===== src/rtl/multiplier_slave_pkg.sv =====
// Shared constants for the multiplier bus slave: register offsets, FSM encoding,
// read-mux selects and the decoder strobe bundle.
package multiplier_pkg;

  localparam int DATA_W_DEF = 64;

  // Word offsets inside the low 8-word window; anything at 0x8 and above is reserved.
  localparam logic [2:0] ADDR_MULTIPLICAND = 3'h0;
  localparam logic [2:0] ADDR_MULTIPLIER   = 3'h1;
  localparam logic [2:0] ADDR_OPSTART      = 3'h2;
  localparam logic [2:0] ADDR_OPCLEAR      = 3'h3;
  localparam logic [2:0] ADDR_OPDONE       = 3'h4;
  localparam logic [2:0] ADDR_INTR_EN      = 3'h5;
  localparam logic [2:0] ADDR_RESULT_H     = 3'h6;
  localparam logic [2:0] ADDR_RESULT_L     = 3'h7;

  typedef enum logic [1:0] {
    S_IDLE = 2'b00,
    S_BUSY = 2'b01,
    S_DONE = 2'b10
  } slv_state_e;

  typedef enum logic [2:0] {
    RD_ZERO,
    RD_MCAND,
    RD_MPLIER,
    RD_START,
    RD_STATUS,
    RD_INTEN,
    RD_RESH,
    RD_RESL
  } rd_sel_e;

  typedef struct packed {
    logic mcand;
    logic mplier;
    logic start;
    logic clear;
    logic inten;
    logic rd;
  } dec_t;

endpackage


===== src/rtl/multiplier_slave_if.sv =====
// Bus + core-side signal bundle of the multiplier slave.
interface multiplier_slave_if #(
  parameter int DATA_W = multiplier_pkg::DATA_W_DEF,
  parameter int ADDR_W = 4
);
  logic                  s_sel;
  logic                  s_wr;
  logic [ADDR_W-1:0]     s_addr;
  logic [DATA_W-1:0]     s_din;
  logic [DATA_W-1:0]     s_dout;
  logic                  m_interrupt;
  logic [DATA_W-1:0]     multiplicand;
  logic [DATA_W-1:0]     multiplier;
  logic                  op_start;
  logic                  op_clear;
  logic                  op_done;
  logic [2*DATA_W-1:0]   result;

  modport slave (
    input  s_sel, s_wr, s_addr, s_din, op_done, result,
    output s_dout, m_interrupt, multiplicand, multiplier, op_start, op_clear
  );

  modport master (
    output s_sel, s_wr, s_addr, s_din, op_done, result,
    input  s_dout, m_interrupt, multiplicand, multiplier, op_start, op_clear
  );
endinterface


===== src/rtl/multiplier_slave_dec.sv =====
// Address decoder: per-register write strobes and the read-mux select.
module multiplier_slave_dec
  import multiplier_pkg::*;
#(
  parameter int ADDR_W = 4
) (
  input  logic              i_sel,
  input  logic              i_wr,
  input  logic [ADDR_W-1:0] i_addr,
  output dec_t              o_we,
  output rd_sel_e           o_rd_sel
);

  logic       w_hit;
  logic [2:0] w_off;

  assign w_off = i_addr[2:0];
  assign w_hit = (i_addr >> 3) == '0;

  always_comb begin
    o_we     = '0;
    o_rd_sel = RD_ZERO;
    o_we.rd  = i_sel & ~i_wr;
    if (i_sel && w_hit) begin
      case (w_off)
        ADDR_MULTIPLICAND: begin o_we.mcand  = i_wr; o_rd_sel = RD_MCAND;  end
        ADDR_MULTIPLIER:   begin o_we.mplier = i_wr; o_rd_sel = RD_MPLIER; end
        ADDR_OPSTART:      begin o_we.start  = i_wr; o_rd_sel = RD_START;  end
        ADDR_OPCLEAR:      o_we.clear = i_wr;
        ADDR_OPDONE:       o_rd_sel = RD_STATUS;
        ADDR_INTR_EN:      begin o_we.inten  = i_wr; o_rd_sel = RD_INTEN;  end
        ADDR_RESULT_H:     o_rd_sel = RD_RESH;
        ADDR_RESULT_L:     o_rd_sel = RD_RESL;
        default: ;
      endcase
    end
  end

endmodule


===== src/rtl/multiplier_slave.sv =====
// Register front end for the Booth multiplier core: operand/control registers,
// IDLE/BUSY/DONE sequencing, product capture, status readback and interrupt.
module multiplier_slave
  import multiplier_pkg::*;
#(
  parameter int DATA_W = DATA_W_DEF,
  parameter int ADDR_W = 4
) (
  input  logic                clk,
  input  logic                reset_n,
  multiplier_slave_if.slave   bus
);

  slv_state_e          r_state, w_state_nxt;
  logic [DATA_W-1:0]   r_mcand, r_mplier, r_res_h, r_res_l, r_dout;
  logic [DATA_W-1:0]   w_rdata;
  logic                r_inten, r_op_clear;
  dec_t                w_we;
  rd_sel_e             w_rd_sel;
  logic                w_clr, w_start, w_capture, w_busy, w_done_flag, w_op_start;

  multiplier_slave_dec #(.ADDR_W(ADDR_W)) u_dec (
    .i_sel    (bus.s_sel),
    .i_wr     (bus.s_wr),
    .i_addr   (bus.s_addr),
    .o_we     (w_we),
    .o_rd_sel (w_rd_sel)
  );

  assign w_clr       = w_we.clear & bus.s_din[0];
  assign w_start     = w_we.start & bus.s_din[0];
  assign w_busy      = (r_state == S_BUSY);
  assign w_done_flag = (r_state == S_DONE);
  assign w_op_start  = (r_state != S_IDLE);
  // Clear beats a completion landing on the same edge: nothing is captured.
  assign w_capture   = w_busy & bus.op_done & ~w_clr;

  always_ff @(posedge clk or negedge reset_n)
    if (!reset_n) r_state <= S_IDLE;
    else          r_state <= w_state_nxt;

  always_comb begin
    w_state_nxt = r_state;
    case (r_state)
      S_IDLE:  if (w_start) w_state_nxt = S_BUSY;
      S_BUSY:  if (bus.op_done) w_state_nxt = S_DONE;
      S_DONE:  ;
      default: w_state_nxt = S_IDLE;
    endcase
    if (w_clr) w_state_nxt = S_IDLE;
  end

  always_comb begin
    w_rdata = '0;
    case (w_rd_sel)
      RD_MCAND:  w_rdata = r_mcand;
      RD_MPLIER: w_rdata = r_mplier;
      RD_START:  w_rdata[0] = w_op_start;
      RD_STATUS: w_rdata[1:0] = {w_done_flag, w_busy};
      RD_INTEN:  w_rdata[0] = r_inten;
      RD_RESH:   w_rdata = r_res_h;
      RD_RESL:   w_rdata = r_res_l;
      default: ;
    endcase
  end

  always_ff @(posedge clk or negedge reset_n) begin
    if (!reset_n) begin
      r_mcand    <= '0;
      r_mplier   <= '0;
      r_inten    <= 1'b0;
      r_res_h    <= '0;
      r_res_l    <= '0;
      r_dout     <= '0;
      r_op_clear <= 1'b0;
    end else begin
      r_op_clear <= w_clr;
      // Operands are frozen while the core is iterating.
      if (w_we.mcand  && !w_busy) r_mcand  <= bus.s_din;
      if (w_we.mplier && !w_busy) r_mplier <= bus.s_din;
      if (w_we.inten)             r_inten  <= bus.s_din[0];
      if (w_clr) begin
        r_res_h <= '0;
        r_res_l <= '0;
      end else if (w_capture) begin
        {r_res_h, r_res_l} <= bus.result;
      end
      if (w_we.rd) r_dout <= w_rdata;
    end
  end

  assign bus.s_dout       = r_dout;
  assign bus.m_interrupt  = w_done_flag & r_inten;
  assign bus.multiplicand = r_mcand;
  assign bus.multiplier   = r_mplier;
  assign bus.op_start     = w_op_start;
  assign bus.op_clear     = r_op_clear;

endmodule


===== src/flat_wrapper.sv =====
// flat-port wrapper written by rule: the top's interface ports become plain ports
module multiplier_slave_flat import multiplier_pkg::*;
#(
  parameter int DATA_W = DATA_W_DEF,
  parameter int ADDR_W = 4
)
  (clk, reset_n, bus_s_sel, bus_s_wr, bus_s_addr, bus_s_din, bus_op_done, bus_result, bus_s_dout, bus_m_interrupt, bus_multiplicand, bus_multiplier, bus_op_start, bus_op_clear);
  multiplier_slave_if #(.DATA_W(DATA_W), .ADDR_W(ADDR_W)) bus_i ();
  input  logic clk;
  input  logic reset_n;
  input wire logic [$bits(bus_i.s_sel)-1:0] bus_s_sel;
  input wire logic [$bits(bus_i.s_wr)-1:0] bus_s_wr;
  input wire logic [$bits(bus_i.s_addr)-1:0] bus_s_addr;
  input wire logic [$bits(bus_i.s_din)-1:0] bus_s_din;
  input wire logic [$bits(bus_i.op_done)-1:0] bus_op_done;
  input wire logic [$bits(bus_i.result)-1:0] bus_result;
  output wire logic [$bits(bus_i.s_dout)-1:0] bus_s_dout;
  output wire logic [$bits(bus_i.m_interrupt)-1:0] bus_m_interrupt;
  output wire logic [$bits(bus_i.multiplicand)-1:0] bus_multiplicand;
  output wire logic [$bits(bus_i.multiplier)-1:0] bus_multiplier;
  output wire logic [$bits(bus_i.op_start)-1:0] bus_op_start;
  output wire logic [$bits(bus_i.op_clear)-1:0] bus_op_clear;
  assign bus_i.s_sel = bus_s_sel;
  assign bus_i.s_wr = bus_s_wr;
  assign bus_i.s_addr = bus_s_addr;
  assign bus_i.s_din = bus_s_din;
  assign bus_i.op_done = bus_op_done;
  assign bus_i.result = bus_result;
  assign bus_s_dout = bus_i.s_dout;
  assign bus_m_interrupt = bus_i.m_interrupt;
  assign bus_multiplicand = bus_i.multiplicand;
  assign bus_multiplier = bus_i.multiplier;
  assign bus_op_start = bus_i.op_start;
  assign bus_op_clear = bus_i.op_clear;
  multiplier_slave #(.DATA_W(DATA_W), .ADDR_W(ADDR_W)) u_core (.clk(clk), .reset_n(reset_n), .bus(bus_i));
endmodule

===== config.mk =====
export PLATFORM = sky130hd
export DESIGN_NAME = multiplier_slave_flat
export DESIGN_NICKNAME = d
export VERILOG_FILES = /design/src/rtl/multiplier_slave_pkg.sv /design/src/rtl/multiplier_slave_if.sv /design/src/rtl/multiplier_slave_dec.sv /design/src/rtl/multiplier_slave.sv /design/src/flat_wrapper.sv
export SDC_FILE = /design/constraint.sdc
export NUM_CORES = 1
export LEC_CHECK = 0
export CAP_MARGIN = 20
export CORE_ASPECT_RATIO = 0.5
export CORE_MARGIN = 8
export CORE_UTILIZATION = 44
export CTS_CLUSTER_SIZE = 40
export DETAILED_ROUTE_END_ITERATION = 6
export PLACE_DENSITY_LB_ADDON = 0.3
export REMOVE_ABC_BUFFERS = 1
export SLEW_MARGIN = 25
export SYNTH_ARGS = -nofsm -noshare
export SYNTH_HDL_FRONTEND = slang
export SYNTH_SLANG_ARGS = --single-unit

===== constraint.sdc =====
create_clock -name clk -period 1.6 [get_ports clk]
set_input_delay 0.24 -clock clk [delete_from_list [all_inputs] [get_ports clk]]
set_output_delay 0.24 -clock clk [all_outputs]
set_load 0.05 [all_outputs]

; ---- After elaboration in Yosys (flattened, before gate mapping)
; Index checks and enable logic that the tools add are counted.
[totals]
regBits = 324
latch_bits = 0
ram_bits = 0
mem_bits_ro = 0
in_bits = 201
wordCells = 64
memories = 0
[op_classes]
add_sub_neg = 0
multipliers = 0
div_mod_pow = 0
order_cmp = 0
eq_ne = 19
shift = 0
mux = 19
bitwise = 8
n_reduce_logical = 10
[ops]
columns = op, count
row1 = 2-to-1 mux 64 bit, 4
row2 = one-hot mux 62 bit (4 select lines), 1
row3 = "== test 3 bit, second input constant", 8
row4 = one-hot mux 3 bit (7 select lines), 1
row5 = "== test 3 x 2 -> 1 bit, second input constant", 4
row6 = one-hot mux 1 bit (7 select lines), 1
row7 = bitwise AND 1 bit, 6
row8 = "== test 3 x 1 -> 1 bit, second input constant", 2
row9 = 2-to-1 mux 2 bit, 3
row10 = one-hot mux 2 bit (3 select lines), 1
row11 = 2-to-1 mux 1 bit, 5
row12 = 2-to-1 mux 5 bit, 1
row13 = one-hot mux 1 bit (5 select lines), 1
row14 = zero test 4 bit, 1
row15 = nonzero test 2 bit, 2
row16 = logical AND 1 bit, 3
row17 = zero test 3 bit, 1
row18 = 2-to-1 mux 3 bit, 1
row19 = "!= test 3 x 1 -> 1 bit, second input constant", 1
row20 = "!= test 3 x 2 -> 1 bit, second input constant", 1
row21 = AND reduction 3 bit, 1
row22 = "== test 2 x 1 -> 1 bit, second input constant", 1
row23 = "== test 2 bit, second input constant", 1
row24 = zero test 2 bit, 1
row25 = other kinds (3), 4

; ---- Depth between registers and ports, before layout
; Gate-level depths: netlist of the first run.
[depth]
word_depth = 8
mapped_depth = 8
depth_no_buf = 4

; ---- By module
; From an unflattened synthesis of the first run, not the netlist that was laid out.
[hier_totals]
cells_unflattened = 1280
area_unflattened_um2 = 14047.2
[modules_own_cells]
columns = mod, n_inst, cells_per_inst, area_per_inst_um2
row1 = multiplier_slave, 1, 1263, 13939.6
row2 = multiplier_slave_dec, 1, 17, 107.6

; ---- Worst setup path after synthesis of the first run
; No wires, ideal clock.
[synth_path]
path_kind = input port to flip-flop
start = in bus_s_addr[0]
end = reg u_core.r_dout[37], in the netlist u_core.bus.s_dout[37]
arrival_time_ps = 1723
slack_ps = -249
cell_stages = 7
cell_sequence = buf_2 > buf_2 > buf_1 > mux2_2 > a22oi_1 > nor2_1 > a221o_1
[synth_via]
elab_chain_len = 5
elab_cells_between_ends = 14
[synth_rtl]
columns = element, line
row1 = from (decl), flat_wrapper.sv:13  ; input wire logic [$bits(bus_i.s_addr)-1:0] bus_s_addr;
row2 = == test 3 bit (tied with other cells), multiplier_slave_dec.sv:25  ; case (w_off)
row3 = one-hot mux 3 bit (7 select lines) (*), multiplier_slave_dec.sv:25
row4 = 2-to-1 mux 3 bit (*), multiplier_slave_dec.sv:24  ; if (i_sel && w_hit) begin
row5 = == test 3 bit (tied with other cells), multiplier_slave.sv:55  ; case (w_rd_sel)
row6 = one-hot mux 62 bit (4 select lines) (*), multiplier_slave.sv:55
row7 = to (signal assigned), multiplier_slave.sv:88  ; if (w_we.rd) r_dout <= w_rdata;
row8 = to (decl), multiplier_slave.sv:15  ; logic [DATA_W-1:0] r_mcand, r_mplier, r_res_h, r_res_l, r_dout;
; Mark *: on every way between the ends. The rest lies on a longest branch, timed or not.
; A chain may end at the register's enable or synchronous reset.

; ---- Worst setup path in the final report of the first run
[layout_path]
start = reg u_core.r_state[1]
end = reg u_core.r_res_l[18]
[layout_via]
elab_chain_len = 4
[layout_rtl]
columns = element, line
row1 = from (decl), multiplier_slave.sv:14  ; slv_state_e r_state, w_state_nxt;
row2 = from (signal assigned), multiplier_slave.sv:40  ; else r_state <= w_state_nxt;
row3 = == test 2 x 1 -> 1 bit, multiplier_slave.sv:32  ; assign w_busy = (r_state == S_BUSY);
row4 = bitwise AND 1 bit (2 in a row), multiplier_slave.sv:36  ; assign w_capture = w_busy & bus.op_done & ~w_clr;
row5 = nonzero test 2 bit (no line), -
row6 = to (signal assigned), multiplier_slave.sv:86  ; {r_res_h, r_res_l} <= bus.result;
row7 = to (decl), multiplier_slave.sv:15
; No other way between the ends.

==> results.txt, run 1 <==
Largest family of logic cells by synthesized area = multiplexers
Worst Slack Setup Final = -183 ps
Max cap viols = 0
DR pass1 iterations = 6
Most frequent cells in the layout = dfrtp_1 (324), buf_4 (228), clkdlybuf4s50_1 (194)
Via count of the first global-routing pass = 12.9k
Synth Area in Simple Gates = 10.8%
Largest net degree at the start of global routing = 63
CP Class = reg -> reg
Reg2reg path depth = 7
CTS root buf = clkbuf_16
RSZ-0062 raised after global routing = yes
Initial core utilization = 44.5%
Die ar. = 38200 um^2
Compound-Gate Fraction of Synth Area = 13.2%
Failing checks = setup timing
Global route overflow = 0
Min Hold Slack = 151 ps
Clk pin slew, worst setup/hold paths = 70 ps
Slew Limit Fails = 0
Core footprint = 31500 um^2
Die Width = 269 um
Max Buffers Root-to-Sink = 3
Adder-Cell Fraction of Synth Area = 0%
Final Core Density = 70.8%
Fin. Hold Viols = 0
Leak pwr = 10.1 nW
Reg-to-reg endpoint = u_core.r_res_l[18]$_DFFE_PN0P_
Iteration-0 DRC Markers = 1294
Setup Viol. Count Final = 226
Worst-path maximum fanout = 13
H-tree levels = 1
Hold Path Class = in -> async
Yosys reg bits = 324
Vias per std cell = 5.95
Period utilization = 111%
Clock skew after layout = 18.3 ps
Crit start category = flop
Die height = 142 um
GR Util All Layers = 25.2%
Synth cell types = 41
Vias after detailed routing = 12.9k
Clk_lat worst skew = 570 ps
Placed Area = 18400 um^2
Mapped Avg Cell Area = 11.2 um^2
Worst slew margin = 65.5%
FP Rows = 46
Area growth syn-to-layout = 59.1%
P per Cell Area = 1380 nW/um^2
Finished Cell Area = 22300 um^2
R2R setup slack = -180 ps
CP endpoint kind = flop
Register area share after synthesis = 57.7%
CTS tree = done
Initial antenna violation count = 8
First-pass GRT wire length = 75.5 mm
Reg-to-reg critical path startpoint = u_core.r_state[1]$_DFFE_PN0P_
Status = finished with violations
Achievable Freq = 561 MHz
ANT nets after route = 0
Clk sinks = 324
Post-layout net count = 1911
Routed wire length = 60.8 mm
I/O Buffers = 395
Proportion of layout cells with a drive suffix above 1 = 46.9%
IO Pins = 396
Post-synthesis instance area = 14000 um^2
Post-DP HPWL = 33.8 mm
Fin Setup TNS = -16970 ps
Arrival @ worst endpoint = 2270 ps
Post-Synthesis Cells = 1258
Most common cell after layout, fill and taps aside = dfrtp_1
Xor and xnor area share after synthesis = 0%
# DRC = 0
VDD IR max = 0.891 mV
Slew @ Worst Pin = 518 ps
Warnings, synthesis = 0
Worst Path Required = 2090 ps
Post-synthesis mux area share = 14.7%
Last weighted congestion value of the routability-driven placer = 0.869
Drt wl/cell = 28.0 um
Cts bufs inserted = 30
Crit path time final = 1780 ps
-- area by class of cell --
type,instances,area [um^2]
Tap cell,432,541
Antenna cell,8,20.0
Inverter,2,7.51
Multi-Input combinational cell,830,6980
Sequential cell,324,8110
Timing Repair Buffer,522,5630
Clock buffer,46,922
Fill cell,2144,9210
Clock inverter,9,120
-- report_power, final --
| part | switching [mW] | leakage (nW) | internal, mW | total (mW) |
|---|---|---|---|---|
| Clock | 3.26 | 0.520 | 4.44 | 7.70 |
| Sequential | 2.01 | 4.24 | 10.5 | 12.5 |
| Combinational | 5.77 | 5.37 | 4.81 | 10.6 |
-- cells in the mapped netlist (all sizes together) --
cell / instances / area share, %
a221oi: 15 / 0.94
mux2: 177 / 14
nor3b: 12 / 0.68
nand2: 276 / 7.4
nor2: 59 / 1.6
nand2b: 3 / 0.13
nor2b: 2 / 0.089
nand3: 1 / 0.036
dfrtp: 324 / 58
mux2i: 5 / 0.36
and3b: 1 / 0.062
clkbuf: 54 / 1.4
o21ai: 15 / 0.53
a2111oi: 1 / 0.062
o211ai: 2 / 0.11
nand3b: 1 / 0.053
and2: 4 / 0.18
a21oi: 133 / 4.7
or4: 1 / 0.053
nand4: 1 / 0.045
or2: 3 / 0.15
buf: 50 / 2.0
inv: 2 / 0.053
a211oi: 1 / 0.053
a221o: 47 / 3.4
or4b: 1 / 0.071
mux4: 1 / 0.16
a32o: 11 / 0.78
a211o: 1 / 0.062
nor3: 4 / 0.22
a22oi: 47 / 2.5
nand4b: 1 / 0.062
a311oi: 1 / 0.062
and3: 1 / 0.045
-- cell families after synthesis --
family | count (synthesis)
AOI/OAI and AO/OA | 274
buffers and inverters | 106
DFF | 324
muxes | 183
and+or+nand+nor | 371
-- worst max-delay path, cell delays in order (launching register included) --
cell and delay (ps):
dfrtp_1 420, nand2b_4 180, buf_8 150, nor2_4 250
clkbuf_16 260, clkbuf_16 200, nand2_1 100, a21oi_2 140
-- layer usage --
layer  track usage (%)  vias to the layer above  part of all wire, %
li1                  -                     5364                    -
met1              30.0                     6675                   37
met2              45.2                      713                   50
met3              3.98                      185                  9.0
met4              10.1                        0                  4.1
met5                 0                        -                    0
-- worst max path at each step --
stage	slack (ps)	to	start
floorplan	-3270	u_core.r_res_h[0]$_DFFE_PN0P_	u_core.r_state[1]$_DFFE_PN0P_
global placement	-520	u_core.bus.s_dout[25]$_DFFE_PN0P_	bus_s_addr[2]
detailed placement	-630	u_core.r_state[0]$_DFFE_PN0P_	bus_s_addr[3]
global route	-220	bus_m_interrupt	u_core.r_state[0]$_DFFE_PN0P_
finish	-180	u_core.r_res_l[18]$_DFFE_PN0P_	u_core.r_state[1]$_DFFE_PN0P_
CTS	-140	bus_op_start	u_core.r_state[0]$_DFFE_PN0P_
-- through the flow --
stage / cells / total power, mW / setup WS [ps]
after global placement: 2050 / 20.2 / -520
after floorplan: 1154 / 17.2 / -3270
after global routing: 2173 / 31.9 / -217
after detailed placement: 2050 / 20.5 / -625
after CTS: 2121 / 28.3 / -137
final: 2173 / 30.8 / -183
-- sequential cells by signal (all words and copies together) (netlist names) --
signal,cells
u_core.bus.multiplicand,64
u_core.bus.multiplier,64
u_core.bus.s_dout,64
u_core.r_res_h,64
u_core.r_res_l,64
u_core.r_state,2
u_core.bus.op_clear,1
u_core.r_inten,1
-- timing repair --
| action | CTS | global route |
|---|---|---|
| setup endpoints to repair | 35 | 285 |
| cloned | 5 | 37 |
| hold endpoints to repair | 324 | 0 |
| setup buffers | 10 | 10 |
| hold buffers | 1 | 0 |
| resized for setup | 15 | 465 |
| pin swaps | 5 | 150 |
Power figures use the tool's default switching activity.
==> inputs of run 2 (changes only) <==
--- a/config.mk
+++ b/config.mk
@@ -11,7 +11,7 @@
 export CORE_UTILIZATION = 44
 export CTS_CLUSTER_SIZE = 40
 export DETAILED_ROUTE_END_ITERATION = 6
-export PLACE_DENSITY_LB_ADDON = 0.3
+export PLACE_DENSITY = 0.77
 export REMOVE_ABC_BUFFERS = 1
 export SLEW_MARGIN = 25
 export SYNTH_ARGS = -nofsm -noshare
==> run 2 against run 1 <==
Against the previous run: the flow still finishes with violations (setup timing); critical path depth increased by 1; routed wire length grew 6.5%; first-iteration DRC count increased by 17%; global-route usage is 0.25 points higher; combinational power is essentially flat; count of clock-buffer cells in the layout decreased by 3; critical endpoint is now u_core.r_res_h[10]$_DFFE_PN0P_.
==> results.txt, run 2 (same netlist as run 1, synthesis figures left out) <==
Clk pin slew, worst setup/hold paths = 70 ps (about the same)
Crit path time final = 1800 ps (was 1780 ps)
Reg-to-reg endpoint = u_core.r_res_h[10]$_DFFE_PN0P_ (was u_core.r_res_l[18]$_DFFE_PN0P_)
First-pass GRT wire length = 75.8 mm (was 75.5 mm)
CTS tree = done (unchanged)
Crit start category = flop (unchanged)
Global route overflow = 0 (unchanged)
H-tree levels = 1 (unchanged)
P_int = 19.5 mW (was 19.7 mW)
Arrival @ worst endpoint = 2300 ps (was 2270 ps)
Iteration-0 DRC Markers = 1518 (was 1294)
WL met1 = 22.8 mm (was 22.3 mm)
CP endpoint kind = flop (unchanged)
Min Hold Slack = 169 ps (was 151 ps)
PnR Total Power = 30.8 mW (about the same)
Finished Cell Area = 22500 um^2 (was 22300 um^2)
Sequential power share = 40.2% (was 40.6%)
Clock share of power = 25.7% (was 25.0%)
Period utilization = 112% (was 111%)
Clk sinks = 324 (unchanged)
Worst-path maximum fanout = 6 (was 13)
Psw = 11.2 mW (was 11.0 mW)
Max cap viols = 0 (unchanged)
Routed wire length = 64.7 mm (was 60.8 mm)
WL met3 = 6.62 mm (was 5.45 mm)
DR top layer = met4 (unchanged)
Initial antenna violation count = 5 (was 8)
I/O Buffers = 395 (unchanged)
Most common cell after layout, fill and taps aside = dfrtp_1 (unchanged)
Core footprint = 31500 um^2 (unchanged)
Setup Viol. Count Final = 227 (was 226)
Max Buffers Root-to-Sink = 3 (unchanged)
Cts bufs inserted = 30 (unchanged)
Switching Fraction = 36.5% (was 35.9%)
Final Core Density = 71.2% (was 70.8%)
RSZ-0062 raised after global routing = yes (unchanged)
Failing checks = setup timing (unchanged)
Post-DP HPWL = 34.9 mm (was 33.8 mm)
Clk_lat worst skew = 590 ps (was 570 ps)
CTS root buf = clkbuf_16 (unchanged)
Slew Limit Fails = 0 (unchanged)
Routed wl met2 = 30.8 mm (was 30.6 mm)
ANT nets after route = 0 (unchanged)
Hold Path Class = in -> async (unchanged)
Pre-CTS setup slack = -729 ps (was -625 ps)
DR pass1 iterations = 6 (unchanged)
Initial core utilization = 44.5% (unchanged)
Reg2reg path depth = 8 (was 7)
Largest net degree at the start of global routing = 68 (was 63)
Die height = 142 um (unchanged)
CP Class = reg -> reg (unchanged)
R2R setup slack = -200 ps (was -180 ps)
Vias per std cell = 6.24 (was 5.95)
Fin Setup TNS = -17710 ps (was -16970 ps)
GR Util All Layers = 25.4% (was 25.2%)
Proportion of layout cells with a drive suffix above 1 = 46.0% (was 46.9%)
Leak pwr = 10.7 nW (was 10.1 nW)
Area growth syn-to-layout = 60.0% (was 59.1%)
Worst slew margin = 36.0% (was 65.5%)
Achievable Freq = 556 MHz (was 561 MHz)
Worst Path Required = 2100 ps (was 2090 ps)
VDD IR max = 0.953 mV (was 0.891 mV)
Die Width = 269 um (unchanged)
Worst Slack Setup Final = -199 ps (was -183 ps)
Die ar. = 38200 um^2 (unchanged)
Non-Filler Instances = 2169 (was 2173)
IO Pins = 396 (unchanged)
Clock skew after layout = 17.0 ps (was 18.3 ps)
Reg-to-reg critical path startpoint = u_core.r_state[1]$_DFFE_PN0P_ (unchanged)
FP Rows = 46 (unchanged)
Combinational fraction of design power = 34.1% (was 34.4%)
Via count of the first global-routing pass = 12.8k (was 12.9k)
Most frequent cells in the layout = dfrtp_1 (324), buf_4 (223), clkdlybuf4s50_1 (195) (was dfrtp_1 (324), buf_4 (228), clkdlybuf4s50_1 (194))
Placed cells = 2041 (was 2050)
Placed Area = 18300 um^2 (was 18400 um^2)
Drt wl/cell = 29.8 um (was 28.0 um)
# DRC = 0 (unchanged)
Slew @ Worst Pin = 960 ps (was 518 ps)
Fin. Hold Viols = 0 (unchanged)
Status = finished with violations (unchanged)
Vias after detailed routing = 13.5k (was 12.9k)
Post-layout net count = 1909 (was 1911)
Last weighted congestion value of the routability-driven placer = 0.889 (was 0.869)
P per Cell Area = 1370 nW/um^2 (was 1380 nW/um^2)
-- run 2: how the worst max path moves through the flow --
stage                                       start  slack [ps]                           endpoint
floorplan           u_core.r_state[1]$_DFFE_PN0P_       -3270      u_core.r_res_h[0]$_DFFE_PN0P_
global placement                    bus_s_addr[2]        -640  u_core.bus.s_dout[44]$_DFFE_PN0P_
detailed placement                  bus_s_addr[2]        -730   u_core.bus.s_dout[5]$_DFFE_PN0P_
CTS                 u_core.r_state[0]$_DFFE_PN0P_        -140                    bus_m_interrupt
global route        u_core.r_state[1]$_DFFE_PN0P_        -250     u_core.r_res_h[10]$_DFFE_PN0P_
finish              u_core.r_state[1]$_DFFE_PN0P_        -200     u_core.r_res_h[10]$_DFFE_PN0P_
-- run 2: worst max-delay path, cell delays in order (launching register included) --
cell       delay [ps]
dfrtp_1           420
nand2b_4          190
buf_6             140
nor2_4            190
buf_12            150
clkbuf_16         180
clkbuf_16         200
nand2_2            70
a21oi_2           170
-- run 2: what timing repair did --
action                                  in CTS  in global routing
cloned                                       6                 41
hold buffers                                 1                  0
hold endpoints to repair                   241                  0
buffers inserted                             6                 13
gates resized for setup                     16                481
pin swaps                                    4                172
endpoints found under the setup margin     152                308
-- run 2: area by class of cell --
class | count | area (um^2)
fill | 1975 | 9070
sequential | 324 | 8110
multi-input combinational | 830 | 7100
timing repair buffer | 520 | 5630
clock buffer | 43 | 901
tap | 432 | 541
clock inverter | 13 | 170
antenna | 5 | 12.5
inverter | 2 | 7.51
-- run 2: power groups by stage --
stage	Clock [mW]	Combinational, mW	Sequential (mW)
2_1_floorplan	0	3.09	14.1
3_3_place_gp	0	8.23	12.0
3_5_place_dp	0	8.45	12.1
4_1_cts	7.79	8.65	12.0
5_1_grt	8.24	11.0	12.5
6_report	7.91	10.5	12.3
-- run 2: metal layers --
layer  global-route usage, %  vias up
met5                       0        -
met2                    45.0      993
li1                        -     5364
met3                    3.43      344
met4                    13.7        0
met1                    29.9     6833
